===== config.mk =====
export PLATFORM = sky130hd
export DESIGN_NAME = mops_sdo_responder
export DESIGN_NICKNAME = d
export VERILOG_FILES = /design/src/rtl/mops_sdo_responder.sv
export SDC_FILE = /design/constraint.sdc
export NUM_CORES = 1
export LEC_CHECK = 0
export BUFFER_PORTS_ARGS = -buffer_cell sky130_fd_sc_hd__buf_2
export CORE_MARGIN = 8
export CORE_UTILIZATION = 61
export DETAILED_ROUTE_END_ITERATION = 10
export MAX_ROUTING_LAYER = met4
export PLACE_DENSITY_LB_ADDON = 0.15
export SETUP_SLACK_MARGIN = 0.05
export SYNTH_ARGS = -nofsm -noshare
export SYNTH_HDL_FRONTEND = slang
export SYNTH_SLANG_ARGS = --single-unit
export TNS_END_PERCENT = 10

===== constraint.sdc =====
create_clock -name clk -period 4 [get_ports clk]
set_input_delay 0.2 -clock clk [delete_from_list [all_inputs] [get_ports clk]]
set_output_delay 0.2 -clock clk [all_outputs]
set_load 0.1 [all_outputs]

===== src/rtl/mops_sdo_responder.sv =====
// CANopen SDO expedited-transfer responder: serves ADC-channel reads and a
// 16-entry user register bank, answering after a fixed programmable delay.
module mops_sdo_responder #(
  parameter logic [6:0] NODE_ID  = 7'h00,
  parameter int         RESP_DLY = 16
) (
  input  logic        clk,
  input  logic        rst,
  input  logic [75:0] req_data,
  input  logic        req_valid,
  output logic        req_ready,
  input  logic [11:0] adc_data,
  output logic [75:0] rsp_data,
  output logic        rsp_valid,
  input  logic        rsp_ready,
  output logic [5:0]  adc_ch,
  output logic        busy
);

  typedef enum logic [2:0] {IDLE, DECODE, EXEC, WAIT, RESP} state_t;

  localparam logic [7:0]  DLY_LOAD = 8'(RESP_DLY - 1);
  localparam logic [10:0] REQ_COB  = 11'h600 + {4'h0, NODE_ID};
  localparam logic [10:0] RSP_COB  = 11'h580 + {4'h0, NODE_ID};

  state_t      state_reg, state_next;
  logic [75:0] req_reg;
  logic [75:0] rsp_reg;
  logic [7:0]  cnt_reg;
  logic [31:0] user_reg [16];
  logic [15:0] wr_en;

  logic [7:0]  cmd, sub;
  logic [15:0] idx;
  logic        frame_ok, is_adc_rd, is_reg_rd, is_reg_wr;
  logic [31:0] wr_value;
  logic [7:0]  rsp_cmd;
  logic [31:0] rsp_value;
  logic [75:0] rsp_frame;

  assign cmd       = req_reg[63:56];
  assign idx       = {req_reg[47:40], req_reg[55:48]};
  assign sub       = req_reg[39:32];
  assign frame_ok  = (req_reg[75:65] == REQ_COB) && !req_reg[64];
  assign is_adc_rd = (cmd == 8'h40) && (idx == 16'h2400) && (sub < 8'd36);
  assign is_reg_rd = (cmd == 8'h40) && (idx == 16'h2200) && (sub < 8'd16);
  assign is_reg_wr = (cmd == 8'h23) && (idx == 16'h2200) && (sub < 8'd16);
  // Payload bytes 4..7 carry the 32-bit value little-endian.
  assign wr_value  = {req_reg[7:0], req_reg[15:8], req_reg[23:16], req_reg[31:24]};

  always_comb begin
    rsp_cmd   = 8'h80;
    rsp_value = 32'h0602_0000;
    if (is_adc_rd) begin
      rsp_cmd   = 8'h43;
      rsp_value = {20'h0, adc_data};
    end else if (is_reg_rd) begin
      rsp_cmd   = 8'h43;
      rsp_value = user_reg[sub[3:0]];
    end else if (is_reg_wr) begin
      rsp_cmd   = 8'h60;
      rsp_value = 32'h0;
    end
    rsp_frame = {RSP_COB, 1'b0, rsp_cmd, req_reg[55:32],
                 rsp_value[7:0], rsp_value[15:8], rsp_value[23:16], rsp_value[31:24]};
  end

  always_comb begin
    state_next = state_reg;
    case (state_reg)
      IDLE:    if (req_valid) state_next = DECODE;
      DECODE:  state_next = frame_ok ? EXEC : IDLE;
      EXEC:    state_next = WAIT;
      WAIT:    if (cnt_reg == 8'd0) state_next = RESP;
      RESP:    if (rsp_ready) state_next = IDLE;
      default: state_next = IDLE;
    endcase
  end

  always_ff @(posedge clk) begin
    if (rst) begin
      state_reg <= IDLE;
      req_reg   <= '0;
      rsp_reg   <= '0;
      cnt_reg   <= '0;
    end else begin
      state_reg <= state_next;
      if (state_reg == IDLE && req_valid) req_reg <= req_data;
      if (state_reg == EXEC) begin
        rsp_reg <= rsp_frame;
        cnt_reg <= DLY_LOAD;
      end else if (state_reg == WAIT && cnt_reg != 8'd0) begin
        cnt_reg <= cnt_reg - 8'd1;
      end
    end
  end

  genvar gi;
  generate
    for (gi = 0; gi < 16; gi++) begin : g_wr_en
      assign wr_en[gi] = (state_reg == EXEC) && is_reg_wr && (sub[3:0] == 4'(gi));
    end
  endgenerate

  always_ff @(posedge clk) begin
    for (int i = 0; i < 16; i++) begin
      if (rst) user_reg[i] <= '0;
      else if (wr_en[i]) user_reg[i] <= wr_value;
    end
  end

  assign req_ready = (state_reg == IDLE);
  assign busy      = (state_reg != IDLE);
  assign rsp_valid = (state_reg == RESP);
  assign rsp_data  = rsp_reg;
  assign adc_ch    = ((state_reg == EXEC || state_reg == WAIT || state_reg == RESP) && is_adc_rd)
                     ? sub[5:0] : 6'd0;

endmodule

# == Word level (Yosys, flattened, before mapping) ==
# Memory sizes are Yosys's and may differ from the RTL's. A register that Yosys moved wholly into a read port is not among the register bits.
# Cells that the tools add are included.
# classes
addsub,1
order_cmp,2
n_eq_ne,27
muxes,82
bitwise_logic,16
reduce_logical,38
# op_table
op,n
two-way mux 32 bit,18
two-way mux 1 bit,50
"== test 16 x 14 -> 1 bit, second input constant",2
"== test 4 bit, second input constant",8
logical AND 1 bit,27
two-way mux 27 bit,1
two-way mux 8 bit,3
"== test 4 x 3 -> 1 bit, second input constant",4
two-way mux 4 bit,4
bitwise OR 1 bit,16
case mux 3 bit (5 select lines),1
"== test 11 bit, second input constant",1
two-way mux 3 bit,3
"== test 4 x 2 -> 1 bit, second input constant",2
"== test 8 x 6 -> 1 bit, second input constant",1
"== test 8 x 7 -> 1 bit, second input constant",1
logical NOT 8 bit,1
"less-than comparator 8 x 5 -> 1 bit, second input constant",1
"less-than comparator 8 x 6 -> 1 bit, second input constant",1
nonzero test 8 bit,1
"subtractor 8 x 1 -> 8 bit, second input constant",1
"== test 3 x 2 -> 1 bit, second input constant",2
two-way mux 6 bit,1
"== test 4 x 1 -> 1 bit, second input constant",1
other kinds (13),15
# word_totals
regBits,152
ramBits,512
inputBits,92
wordCells,172
memories,1
# mem_list
memory,words,word_bits,rd,rd_clocked_by_memory_dff,wr,line_no,text
user_reg,16,32,1,1,16,30,logic [31:0] user_reg [16];

# == Longest topological paths before layout ==
# Gate-level depths: netlist of run 1.
# depth
depth_word,9
depth_mapped,9
ltp_nobuf,6

# == Worst setup path before layout of run 1 ==
# No wires, ideal clock.
# synth_timing
path_kind,register to register
startpoint,register state_reg[0]
endpoint,register with a tool-made name
setup_ns,0.078
t_arrival_ns,5.202
required_time_ns,3.922
setup_slack_ns,-1.280
path_stages_with_launch,9
period_less_slack_ns,5.280
cell_sequence,dfxtp_1 clkbuf_1 nor3_1 inv_1 nor2_1 clkbuf_1 buf_1 nand2_1 a21oi_1
# synth_rtl
element,line_no,text
from (decl),26,"state_t state_reg, state_next;"
from (signal assigned),87,state_reg <= state_next;

# == Worst setup path in the final report of run 1 ==
# layout_timing
startpoint,register req_reg[38]
endpoint,output adc_ch[1]
# layout_between
elab_chain_len,4
# layout_lines
element,line_no,text
from (decl),27,logic [75:0] req_reg;
from (signal assigned),88,if (state_reg == IDLE && req_valid) req_reg <= req_data;
less-than comparator 8 x 6 -> 1 bit,45,assign is_adc_rd = (cmd == 8'h40) && (idx == 16'h2400) && (sub < 8'd36);
logical AND 1 bit,45,
logical AND 1 bit,116,assign adc_ch = ((state_reg == EXEC || state_reg == WAIT || state_reg == RESP) && is_adc_rd)
two-way mux 6 bit,117,? sub[5:0] : 6'd0;
to (decl),16,"output logic [5:0] adc_ch,"
# No other way between the ends.

==> results_dict.tcl, run 1 <==
set metrics [dict create \
    fin_tns_setup_ns 0 \
    period_minus_slack_ns 3.69 \
    route.detailed.drc 0 \
    placed_area_um2 30200 \
    start_kind "flip-flop" \
    worst_pin_slew_ns 1.20 \
    worst-path-max-fanout 6 \
    powerDensity_nw_per_um2 460 \
    fin_util_pct 71.9 \
    ys_seq_area_share_pct 64.2 \
    r2r-start "req_reg[52]$_SDFFE_PP0P_" \
    initial_core_util_pct 61.7 \
    cts.clk_slew.worst_paths_ns 0.06 \
    hold_depth 2 \
    synth_flop_cell "edfxtp_1" \
    fin_hold_ws_ns 0.0561 \
    outcome "completed" \
    rsz0062_at_grt "no" \
    rows 79 \
    finalHoldViolCount 0 \
    finalSetupViolCount 0 \
    cts-buffers-inserted 69 \
    dieArea_um2 54200 \
    totalWireLength_um 76500 \
    r2r_end "user_reg[6][4]$_SDFFCE_PN0P_" \
    synth_edf_count 512 \
    post_drt_via_cell_ratio 6.09 \
    post_cts.repair.setup_buffers 0 \
    cts_tree "done" \
    final_nets 2453 \
    slew_headroom_pct 19.6 \
    post_synth.cell_area_avg_um2 13.3 \
    synth_seq_cells 664 \
    grt_first_pass_wirelength_um 115000 \
    synthesis.area_um2 28700 \
    first_pass_iters 5 \
    yosysUniqueCellTypes 54 \
    htree_levels 3 \
    rrSetupSlack_ns 0.68 \
    whs_endpoint "state_reg[2]$_SDFFE_PP0P_" \
    dpl.hpwl_um 45900 \
    coreArea_um2 46500 \
    critPathTopFamily "simple AND/OR/NAND/NOR gates" \
    finalCritPeriodShare_pct 92.2 \
    crit_path_max_incr_delay_ns 0.73 \
    vdd_drop_max_v 0.000508 \
    synth_top_area_cell "edfxtp_1" \
    met3_usage_pct 5.50 \
    arrival_ns 3.49 \
    power_mw 15.4 \
    cts_resized 0 \
    ys_top_cells_by_area "edfxtp_1 (54%), and2_1 (11%), dfxtp_1 (11%)" \
    cp_cell_sequence "or4_1, or4_4, a211oi_1, and2_1, buf_2" \
    cp_slowest_cell "a211oi_1" \
    insertion_delay_ns 0.60 \
    hold_class "primary input to flip-flop" \
    reg2reg_depth 6 \
    final_area_um2 33400 \
    grt_use_met2_pct 46.3 \
    hold_start "rst" \
    die-height_um 233 \
    syn2layout_area_growth_pct 16.6 \
    hold_buffers 90 \
    die_width_um 233 \
    synthArstFlopShare_pct 0 \
    fmax_mhz 271 \
    grt_max_degree 96 \
    gr-total-overflow 0 \
    fin_worst_skew_ns 0.0260 \
    grt_antenna_before_repair 1 \
    port_buffers 164 \
    cp.depth 5 \
    grt_pass1_vias 18878 \
    drive_gt1_share_pct 20.6 \
    end_kind "primary output" \
    yosys_warnings 0 \
    critPathBufInv 1 \
    busiest_layer "met2" \
    globalplace.congestion 0.845 \
    worstPathRequired_ns 3.80 \
    yosys.area.top_type_share_pct 53.6 \
    drt_iter0_markers 2024 \
    largest_reg_flops 512 \
    grt_usage_pct 29.2 \
    maxSlewViolCount 0 \
    ant_nets 0 \
    clk_path_buf_depth 3 \
    max_cap_viol_count 0 \
    ios 177 \
    syn_inst 2148 \
    numClockSinks 664 \
    grt_util_met1_pct 38.3 \
    vias 18408 \
    root_buffer "clkbuf_16" \
    path_class "flip-flop to primary output" \
    wl_per_cell_um 25.3 \
    leakage_nw 12.5 \
]
-- stage by stage --
step	worst slack (ns)	instances
global placement	0.808	2806
finish	0.311	3024
detailed placement	0.676	2806
CTS	0.376	3021
floorplan	0.0843	2159
global route	0.250	3022
-- cell usage in the layout (no fill, tap or decap), drive strengths merged, types with 3 or more instances in the layout --
| cell type | Yosys | routed |
|---|---|---|
| o221ai | 6 | 6 |
| nor2b | 10 | 10 |
| nand2 | 232 | 232 |
| a22oi | 13 | 13 |
| mux2i | 30 | 30 |
| bufinv | 0 | 4 |
| nand2b | 7 | 7 |
| o22a | 4 | 4 |
| and2 | 520 | 520 |
| nand4b | 4 | 4 |
| nand4 | 4 | 4 |
| nand3 | 11 | 11 |
| dlygate4sd3 | 0 | 90 |
| mux2 | 6 | 6 |
| o21ai | 31 | 31 |
| nor3 | 8 | 8 |
| dfxtp | 152 | 152 |
| nor2 | 45 | 45 |
| or2 | 4 | 4 |
| or4 | 7 | 7 |
| conb | 1 | 12 |
| a211oi | 22 | 22 |
| or4b | 3 | 3 |
| mux4 | 116 | 116 |
| o22ai | 9 | 9 |
| nor4 | 7 | 7 |
| a21oi | 113 | 113 |
| inv | 7 | 8 |
| diode | 0 | 3 |
| a22o | 17 | 17 |
| clkinv | 0 | 18 |
| buf | 38 | 228 |
| a31oi | 4 | 4 |
| and3 | 18 | 18 |
| xnor2 | 4 | 4 |
| edfxtp | 512 | 512 |
| a21o | 16 | 16 |
| clkbuf | 150 | 101 |
-- synthesized netlist by cell type, types with 3 or more instances --
library cell	instances
buf_4	15
nand3_1	11
o22ai_1	9
nor2b_1	10
buf_1	8
nor2_1	45
nand2_1	232
dfxtp_1	152
a21o_1	16
nand4b_1	4
clkbuf_1	150
o21ai_0	31
nor4_1	5
o221ai_1	6
and3_1	18
a22oi_1	13
a31oi_1	4
nand4_1	4
o22a_1	4
nand2b_1	7
a21oi_1	113
or4_1	5
a211oi_1	22
buf_2	15
inv_1	7
nor3_1	8
mux2i_1	30
edfxtp_1	512
and2_1	520
mux2_2	6
a22o_1	17
xnor2_1	4
mux4_2	116
or2_2	3
-- worst max path at each step --
stage / start / end
floorplan: state_reg[0]$_SDFFE_PP0P_ / flip-flop
global placement: req_reg[52]$_SDFFE_PP0P_ / user_reg[6][9]$_SDFFCE_PN0P_
detailed placement: req_reg[52]$_SDFFE_PP0P_ / user_reg[6][8]$_SDFFCE_PN0P_
CTS: req_reg[38]$_SDFFE_PP0P_ / adc_ch[2]
global route: req_reg[38]$_SDFFE_PP0P_ / adc_ch[5]
finish: req_reg[38]$_SDFFE_PP0P_ / adc_ch[1]
-- layer usage --
metal	part of all wire [%]	vias to the layer above
met5	0	-
met4	2.7	0
met3	8.7	156
met2	49	870
met1	40	9276
li1	-	8106
-- cell type report --
class | instances | area, µm²
Timing Repair Buffer | 318 | 2320
Inverter | 7 | 26.3
Sequential cell | 664 | 18400
Clock buffer | 101 | 2090
Antenna cell | 3 | 7.51
Multi-Input combinational cell | 1300 | 9570
Clock inverter | 24 | 221
Fill cell | 3058 | 13000
Tap cell | 607 | 759
-- where the power goes --
part | switching (mW) | internal (mW)
Clock | 2.61 | 3.88
Sequential | 0.214 | 7.63
Combinational | 0.611 | 0.419
-- cell families (layout without fill, tap and decap cells) --
kind of cell,after synthesis,count (layout),synth area share [%]
DFF,664,664,64.2
xor gates and xnor gates,6,6,0.183
other,1,15,0.0131
adders and majority gates,1,1,0.0436
buffers and inverters,195,450,2.82
muxes,152,152,10.4
AOI/OAI and AO/OA,243,243,5.24
and+or+nand+nor,886,886,17.1
No activity file was read; power rests on OpenSTA's default activity.
==> run 2: changes to the inputs <==
CTS_CLUSTER_DIAMETER = 60   (was unset)
SETUP_SLACK_MARGIN = unset   (was 0.05)
clock period = 4.03 ns   (was 4 ns; I/O delays follow)
==> run 2 against run 1 <==
Effect of this change:
- die area unchanged
- via count about the same
- worst hold slack improved by 0.014 ns
- sequential share of layout area increased by 0.27 points
- power decreased by 2.9%
- sequential power decreased by 0.8%
- sequential cell count unchanged
- count of clock-buffer cells in the layout decreased by 4
- worst setup slack got worse by 0.039 ns
- critical path type unchanged
==> results_dict.tcl, run 2 (synthesis results as in run 1) <==
set metrics [dict create \
    outcome "completed" \
    post_drt_via_cell_ratio 6.08 \
    root_buffer "clkbuf_16" \
    fin_hold_ws_ns 0.0701 \
    end_kind "primary output" \
    final_nets 2454 \
    cp_cell_sequence "or4_1, or4_4, a211oi_1, and2_1, buf_2" \
    slew_headroom_pct 27.5 \
    insertion_delay_ns 0.61 \
    mostFrequentLayoutCell "and2_1" \
    grt_usage_pct 29.1 \
    period_minus_slack_ns 3.76 \
    grt_pass1_vias 18785 \
    maxSlewViolCount 0 \
    max_cap_viol_count 0 \
    r2r_end "user_reg[7][3]$_SDFFCE_PN0P_" \
    fin_util_pct 71.6 \
    path_class "flip-flop to primary output" \
    first_pass_iters 5 \
    crit_path_max_incr_delay_ns 0.76 \
    finalCritPeriodShare_pct 93.2 \
    wl_per_cell_um 25.3 \
    grt_first_pass_wirelength_um 114000 \
    die-height_um 233 \
    multi_input_area_um2 9570 \
    critPathTopFamily "simple AND/OR/NAND/NOR gates" \
    critPathBufInv 1 \
    vdd_drop_max_v 0.000369 \
    worst_pin_slew_ns 1.08 \
    syn2layout_area_growth_pct 16.0 \
    cts_tree "done" \
    placedCellCount 2808 \
    hold_depth 2 \
    initial_core_util_pct 61.7 \
    rsz0062_at_grt "no" \
    largest_reg_flops 512 \
    hold_start "rst" \
    worstPathRequired_ns 3.83 \
    worst-path-max-fanout 6 \
    post_cts.repair.setup_buffers 0 \
    arrival_ns 3.56 \
    drt_iter0_markers 1791 \
    totalWireLength_um 76600 \
    htree_levels 3 \
    cts-buffers-inserted 68 \
    numClockSinks 664 \
    dpl.hpwl_um 46300 \
    powerDensity_nw_per_um2 449 \
    fin_worst_skew_ns 0.0223 \
    ant_nets 0 \
    rows 79 \
    rrSetupSlack_ns 0.62 \
    coreArea_um2 46500 \
    cts.clk_slew.worst_paths_ns 0.06 \
    start_kind "flip-flop" \
    vias 18413 \
    dieArea_um2 54200 \
    grt_max_degree 98 \
    drive_gt1_share_pct 20.5 \
    globalplace.congestion 0.846 \
    fin_tns_setup_ns 0 \
    ff_latch_area_um2 18400 \
    clk_path_buf_depth 3 \
    final_area_um2 33200 \
    finalSetupViolCount 0 \
    die_width_um 233 \
    r2r-start "req_reg[52]$_SDFFE_PP0P_" \
    gr-total-overflow 0 \
    reg2reg_depth 6 \
    cp_slowest_cell "a211oi_1" \
    ios 177 \
    mostFrequentLayoutCells "and2_1 (520), edfxtp_1 (512), nand2_1 (231)" \
    hold_class "primary input to flip-flop" \
    finalHoldViolCount 0 \
    instances_no_fill 3027 \
    leakage_nw 12.5 \
    fmax_mhz 266 \
    route.detailed.drc 0 \
    grt_antenna_before_repair 2 \
    fillCellCount 3051 \
    whs_endpoint "cnt_reg[0]$_SDFFE_PP0P_" \
    port_buffers 164 \
    placed_area_um2 30200 \
]
run 2: worst register-to-register path: cells and delay by family (launching register included):
kind | cells | cell delay [ns]
and+or+nand+nor | 4 | 1.97
AOI/OAI and AO/OA | 1 | 0.51
DFF | 1 | 0.34
buffers and inverters | 1 | 0.25
run 2: report_power, final:
group	internal, mW	switching, mW	leakage (nW)
combinational	0.412	0.607	4.87
clock	3.52	2.60	1.07
sequential	7.57	0.211	6.52
run 2: worst max-delay path by stage:
stage                              start                             to  cells past startpoint
5_1_grt         req_reg[38]$_SDFFE_PP0P_                      adc_ch[4]                      5
4_1_cts         req_reg[38]$_SDFFE_PP0P_                      adc_ch[5]                      5
3_5_place_dp    req_reg[52]$_SDFFE_PP0P_   user_reg[7][4]$_SDFFCE_PN0P_                      6
2_1_floorplan  state_reg[0]$_SDFFE_PP0P_                      flip-flop                      8
3_3_place_gp    req_reg[52]$_SDFFE_PP0P_  user_reg[7][11]$_SDFFCE_PN0P_                      6
6_report        req_reg[38]$_SDFFE_PP0P_                      adc_ch[4]                      5
run 2: metal layers:
layer / vias to the layer above / track usage, % / wire length, µm
met5: - / - / 0
met4: 0 / 9.85 / 2340
met3: 152 / 5.81 / 6440
met2: 875 / 46.3 / 37500
met1: 9262 / 37.3 / 30400
li1: 8124 / - / -
run 2: per-stage QoR:
stage | power [mW] | setup slack, ns
after floorplan | 8.46 | 0.114
after global placement | 8.84 | 0.782
after detailed placement | 8.86 | 0.653
after CTS | 15.0 | 0.357
after global routing | 15.3 | 0.162
final | 14.9 | 0.273
run 2: final cells by class:
type | count | area share [%]
Clock inverter | 29 | 0.726
Antenna cell | 3 | 0.0226
Clock buffer | 97 | 5.75
Tap cell | 607 | 2.28
Inverter | 7 | 0.0790
Timing Repair Buffer | 320 | 6.94
Multi-Input combinational cell | 1300 | 28.8
Sequential cell | 664 | 55.4
run 2: repair_timing:
item,4_1_cts,5_1_grt
endpoints found under the hold margin,94,0
hold buffers,90,0
resized for setup,0,0
setup endpoints to repair,0,0
